$ cat src/rtl/gcd_host.sv
// Host-side requester for the 8-bit GCD engine: buffers operand pairs in a FIFO,
// issues them one at a time with a START pulse, and returns DONE/ERROR/timeout results.
module gcd_host #(
  parameter int DEPTH   = 4,
  parameter int TIMEOUT = 600
) (
  input  logic       CLK,
  input  logic       RST_N,
  input  logic       IN_VALID,
  input  logic [7:0] IN_A,
  input  logic [7:0] IN_B,
  output logic       IN_READY,
  output logic       GCD_START,
  output logic [7:0] GCD_A,
  output logic [7:0] GCD_B,
  input  logic [7:0] GCD_Y,
  input  logic       GCD_DONE,
  input  logic       GCD_ERROR,
  output logic       RES_VALID,
  output logic [7:0] RES_Y,
  output logic       RES_ERR,
  output logic       RES_TIMEOUT,
  input  logic       RES_READY
);

  localparam int PW = $clog2(DEPTH);
  localparam int CW = PW + 1;
  localparam int TW = $clog2(TIMEOUT + 1);
  localparam logic [CW-1:0] FULL_CNT = CW'(DEPTH);
  localparam logic [TW-1:0] T_LAST   = TW'(TIMEOUT - 1);

  typedef enum logic [1:0] {IDLE, ISSUE, WAIT, HOLD} state_t;

  state_t        state_q, state_d;
  logic [7:0]    mem_a_q [DEPTH];
  logic [7:0]    mem_b_q [DEPTH];
  logic [PW-1:0] wr_ptr_q, wr_ptr_d;
  logic [PW-1:0] rd_ptr_q, rd_ptr_d;
  logic [CW-1:0] count_q, count_d;
  logic          in_ready_q, in_ready_d;
  logic          start_q, start_d;
  logic [7:0]    gcd_a_q, gcd_a_d;
  logic [7:0]    gcd_b_q, gcd_b_d;
  logic [TW-1:0] timer_q, timer_d;
  logic          res_valid_q, res_valid_d;
  logic [7:0]    res_y_q, res_y_d;
  logic          res_err_q, res_err_d;
  logic          res_to_q, res_to_d;
  logic          push;
  logic          pop;

  // Ready is a flop of the next count so it never depends on this cycle's inputs.
  assign push = IN_VALID && in_ready_q;
  assign pop  = (state_q == IDLE) && (count_q != '0);

  always_comb begin
    wr_ptr_d = push ? wr_ptr_q + 1'b1 : wr_ptr_q;
    rd_ptr_d = pop  ? rd_ptr_q + 1'b1 : rd_ptr_q;
    unique case ({push, pop})
      2'b10:   count_d = count_q + 1'b1;
      2'b01:   count_d = count_q - 1'b1;
      default: count_d = count_q;
    endcase
    in_ready_d = (count_d != FULL_CNT);
  end

  always_comb begin
    state_d     = state_q;
    start_d     = 1'b0;
    gcd_a_d     = gcd_a_q;
    gcd_b_d     = gcd_b_q;
    timer_d     = timer_q;
    res_valid_d = res_valid_q;
    res_y_d     = res_y_q;
    res_err_d   = res_err_q;
    res_to_d    = res_to_q;
    unique case (state_q)
      IDLE: begin
        if (pop) begin
          state_d = ISSUE;
          start_d = 1'b1;
          gcd_a_d = mem_a_q[rd_ptr_q];
          gcd_b_d = mem_b_q[rd_ptr_q];
        end
      end
      ISSUE: begin
        state_d = WAIT;
        timer_d = '0;
      end
      WAIT: begin
        timer_d = (timer_q == '1) ? timer_q : timer_q + 1'b1;
        // DONE takes priority over a watchdog expiry in the same cycle.
        if (GCD_DONE) begin
          state_d     = HOLD;
          res_valid_d = 1'b1;
          res_y_d     = GCD_ERROR ? 8'h00 : GCD_Y;
          res_err_d   = GCD_ERROR;
          res_to_d    = 1'b0;
        end else if (timer_q >= T_LAST) begin
          state_d     = HOLD;
          res_valid_d = 1'b1;
          res_y_d     = '0;
          res_err_d   = 1'b0;
          res_to_d    = 1'b1;
        end
      end
      HOLD: begin
        if (RES_READY) begin
          state_d     = IDLE;
          res_valid_d = 1'b0;
        end
      end
      default: state_d = IDLE;
    endcase
  end

  always_ff @(posedge CLK or negedge RST_N) begin
    if (!RST_N) begin
      state_q     <= IDLE;
      wr_ptr_q    <= '0;
      rd_ptr_q    <= '0;
      count_q     <= '0;
      in_ready_q  <= 1'b1;
      start_q     <= 1'b0;
      gcd_a_q     <= '0;
      gcd_b_q     <= '0;
      timer_q     <= '0;
      res_valid_q <= 1'b0;
      res_y_q     <= '0;
      res_err_q   <= 1'b0;
      res_to_q    <= 1'b0;
    end else begin
      state_q     <= state_d;
      wr_ptr_q    <= wr_ptr_d;
      rd_ptr_q    <= rd_ptr_d;
      count_q     <= count_d;
      in_ready_q  <= in_ready_d;
      start_q     <= start_d;
      gcd_a_q     <= gcd_a_d;
      gcd_b_q     <= gcd_b_d;
      timer_q     <= timer_d;
      res_valid_q <= res_valid_d;
      res_y_q     <= res_y_d;
      res_err_q   <= res_err_d;
      res_to_q    <= res_to_d;
    end
  end

  // Storage needs no reset: entries are only read after being written.
  always_ff @(posedge CLK) begin
    if (push) begin
      mem_a_q[wr_ptr_q] <= IN_A;
      mem_b_q[wr_ptr_q] <= IN_B;
    end
  end

  assign IN_READY    = in_ready_q;
  assign GCD_START   = start_q;
  assign GCD_A       = gcd_a_q;
  assign GCD_B       = gcd_b_q;
  assign RES_VALID   = res_valid_q;
  assign RES_Y       = res_y_q;
  assign RES_ERR     = res_err_q;
  assign RES_TIMEOUT = res_to_q;

endmodule

$ cat config.mk
export PLATFORM = sky130hd
export DESIGN_NAME = gcd_host
export DESIGN_NICKNAME = d
export VERILOG_FILES = /design/src/rtl/gcd_host.sv
export SDC_FILE = /design/constraint.sdc
export NUM_CORES = 1
export LEC_CHECK = 0
export ABC_AREA = 1
export CAP_MARGIN = 20
export CORE_MARGIN = 2
export CORE_UTILIZATION = 40
export DETAILED_ROUTE_END_ITERATION = 6
export GPL_TIMING_DRIVEN = 0
export SYNTH_ARGS = -nofsm -noshare
export SYNTH_HDL_FRONTEND = slang
export SYNTH_SLANG_ARGS = --single-unit
$ cat constraint.sdc
create_clock -name CLK -period 3.9 [get_ports CLK]
set_input_delay 0.78 -clock CLK [delete_from_list [all_inputs] [get_ports CLK]]
set_output_delay 0.78 -clock CLK [all_outputs]
set_load 0.05 [all_outputs]
==> impl_metrics.py <==
metrics = {
    "place": {
        "io_buffers": 58,
        "placedInstanceArea_sq_mm": 0.005568,
        "gp_congestion": 0.7901,
        "hpwlAfterDp_um": 6790,
    },
    "synthesis": {
        "synthTopCellsByArea": "edfxtp_1, dfrtp_1, nor2_1, nand2_1, o21ai_0",
        "yosysWarnings": 0,
        "syn_avg_cell_area_sq_um": 11.01,
        "yosysTopAreaCell": "edfxtp_1",
        "synth_top_area_share_pct": 40.69,
        "ys_ff_latch": 112,
        "synth.distinct_cells": 30,
        "synth_fp_nets": 470,
        "synth_area_sq_mm": 0.004723,
        "synth-seq-area-share_pct": 66.15,
        "synth_cells": 429,
    },
    "route": {
        "drc": 0,
        "drt_pass1_iterations": 4,
        "wirelength_um": 10130,
        "avgRoutedWirePerCell_um": 15.59,
        "antenna_left": 0,
        "drt_iter0_drc": 182,
        "viasPerCell": 4.945,
        "via_count": 3214,
    },
    "global_route": {
        "grt_max_degree": 27,
        "antenna_found_initial": 0,
        "grtUsageTotal_pct": 16.61,
        "grt_first_pass_wirelength_um": 16280,
        "grt_overflow": 0,
        "first_global_vias": 3209,
    },
    "floorplanning": {
        "core_sq_mm": 0.01147,
        "initial_core_util_pct": 41.19,
        "core.rowCount": 39,
        "num_io_pins": 59,
        "die_height_um": 112.7,
        "dieArea_sq_mm": 0.01269,
        "die_w_um": 112.7,
    },
    "worst_setup_path": {
        "critPathTopFamily": "adder cells",
        "cpPeakStageDelay_ns": 0.42,
        "cp_max_fo": 11,
        "crit_buf_inv": 4,
        "cp-end-kind": "flip-flop",
        "slowest_stage": "dfrtp_1",
        "startpoint_type": "flip-flop",
        "critical_path_required_ns": 4.17,
        "path_cells": "inv_1 -> ha_1 -> nand2_1 -> inv_2 -> buf_2 -> ha_1 -> inv_1 -> fa_1 -> a21oi_1 -> o21ai_0 -> xor2_1 -> nand2_1",
        "crit_type": "reg2reg",
        "cp.arrival_ns": 2.73,
    },
    "clocking": {
        "cts_tree": "yes",
        "clkSinkCount": 112,
        "htree_levels": 3,
        "cts_resized": 0,
        "cts_hold_buf": 0,
        "clk_path_buf_depth": 2,
        "insertion_delay_ns": 0.35,
        "cts-buffers-inserted": 9,
        "cts_setup_buffers": 0,
        "clkTransAtPathRegs_ns": 0.07,
        "clockRootBuffer": "clkbuf_16",
    },
    "timing": {
        "finalCriticalPeriod_ns": 2.456,
        "finalHoldViolations": 0,
        "slew_viol_final": 0,
        "finalSetupViolations": 0,
        "max_clock_freq_mhz": 407.2,
        "fin_setup_tns_ns": 0,
        "fin_crit_sh_pct": 62.97,
        "worst_pin_slew_ns": 0.5740,
        "rsz0062_at_grt": "false",
        "slew_headroom_pct": 61.73,
        "fin_skew_ns": 0.01015,
    },
    "power": {
        "power_leakage_nw": 2.308,
        "seqPwrFrac_pct": 36.6,
        "p_comb_share_pct": 45.5,
        "switchingPower_w": 0.002039,
        "pwr_density_cell_mw_per_mm2": 823.2,
        "ir_worst_vdd_mv": 0.4617,
        "p_sw_share_pct": 42.37,
        "power_w": 0.004812,
        "power.internal_w": 0.002773,
        "pwr-share-clk_pct": 18.0,
    },
    "final_layout": {
        "stdcell_area_sq_mm": 0.005846,
        "nNetsFinal": 544,
        "seq_area_sq_mm": 0.003124,
        "most-common-layout-cells": "nor2_1, edfxtp_1, clkdlybuf4s50_1, nand2_1, dfrtp_1",
        "fillers": 1041,
        "drive_gt1_share_pct": 12.03,
        "area_growth_pct": 23.76,
        "final_common_cell": "nor2_1",
        "num_antenna_cells": 0,
        "multi_input_area_sq_mm": 0.001398,
    },
    "flow_run": {
        "maxCapViolCount": 0,
    },
    "run_status": {
        "status": "finished, final reports clean",
    },
    "worst_hold_path": {
        "hp-class": "in2async",
    },
}
==> metrics by stage <==
step / cells / hold WS, ns / setup WS, ns / utilization [%]
after floorplan: 429 / 0.4659 / 1.829 / -
after global routing: 650 / 0.4621 / 1.196 / 50.98
after detailed placement: 635 / 0.4684 / 1.156 / 48.55
after global placement: 630 / 0.4674 / 0.4783 / 47.81
after CTS: 650 / 0.4372 / 1.415 / 50.98
final: 650 / 0.4241 / 1.444 / 50.98
==> cell families after synthesis <==
group                    count (synthesis)  synth area share [%]
AND/OR/NAND/NOR                        179                 15.42
flip-flops                             112                 66.15
AO/OA/AOI/OAI                           73                 9.218
adder cells (fa/ha/maj)                 11                 3.073
XOR/XNOR                                 9                 1.669
buffers and inverters                   45                 4.477
==> state kept, by name, summed over array words and instances, names as in the netlist, 3 cells and up <==
| signal | count |
|---|---|
| GCD_A | 8 |
| GCD_B | 8 |
| RES_Y | 8 |
| count_q | 3 |
| mem_a_q | 32 |
| mem_b_q | 32 |
| timer_q | 10 |
==> final cells by class <==
cell class	instances	share of cell area [%]
Clock inverter	6	0.8990
Buffer	16	1.755
Multi-Input combinational cell	272	23.91
Clock buffer	9	3.853
Timing Repair Buffer	63	11.22
Tap cell	143	3.061
Inverter	29	1.862
Sequential cell	112	53.45
==> synth_stat cells (all sizes together) <==
| master | count |
|---|---|
| edfxtp | 64 |
| nor2 | 101 |
| ha | 10 |
| xor2 | 7 |
| a31oi | 16 |
| buf | 13 |
| dfrtp | 47 |
| xnor2 | 2 |
| o22ai | 2 |
| dfstp | 1 |
| a21oi | 4 |
| o21bai | 1 |
| nand2 | 59 |
| o21ai | 50 |
| clkbuf | 3 |
| inv | 29 |
| fa | 1 |
| nand3 | 19 |
==> power groups by stage <==
stage	registers [W]	clock network [W]	logic [W]
after floorplan	0.00224	0	0.000996
after global placement	0.00178	0	0.00211
after detailed placement	0.00179	0	0.00221
after CTS	0.00176	0.000893	0.00222
after global routing	0.00180	0.000945	0.00239
final	0.00176	0.000864	0.00219
==> routing by layer <==
| metal | GRT usage, % | wire length, um | vias to the layer above | part of all wire [%] |
|---|---|---|---|---|
| met5 | 0 | 0 | - | 0 |
| met4 | 4.390 | 127 | 0 | 1.3 |
| met3 | 4.320 | 513 | 10 | 5.1 |
| met2 | 28.02 | 4940 | 78 | 49 |
| met1 | 21.40 | 4553 | 1543 | 45 |
| li1 | - | - | 1583 | - |
==> final timing paths <==
| kind | from | depth (start not counted) | slack (ns) | endpoint |
|---|---|---|---|---|
| max | state_q[0] | 12 | 1.44 | IN_READY |
| min | RST_N | 1 | 0.42 | timer_q[3] |
| max reg2reg | state_q[0] | 12 | 1.44 | IN_READY |
| min reg2reg | RES_ERR | 2 | 0.48 | RES_ERR |
| max in group asynchronous | RST_N | 2 | 2.86 | IN_READY |
| min in group CLK | RES_ERR | 2 | 0.48 | RES_ERR |
No activity file was read; power rests on OpenSTA's default activity.
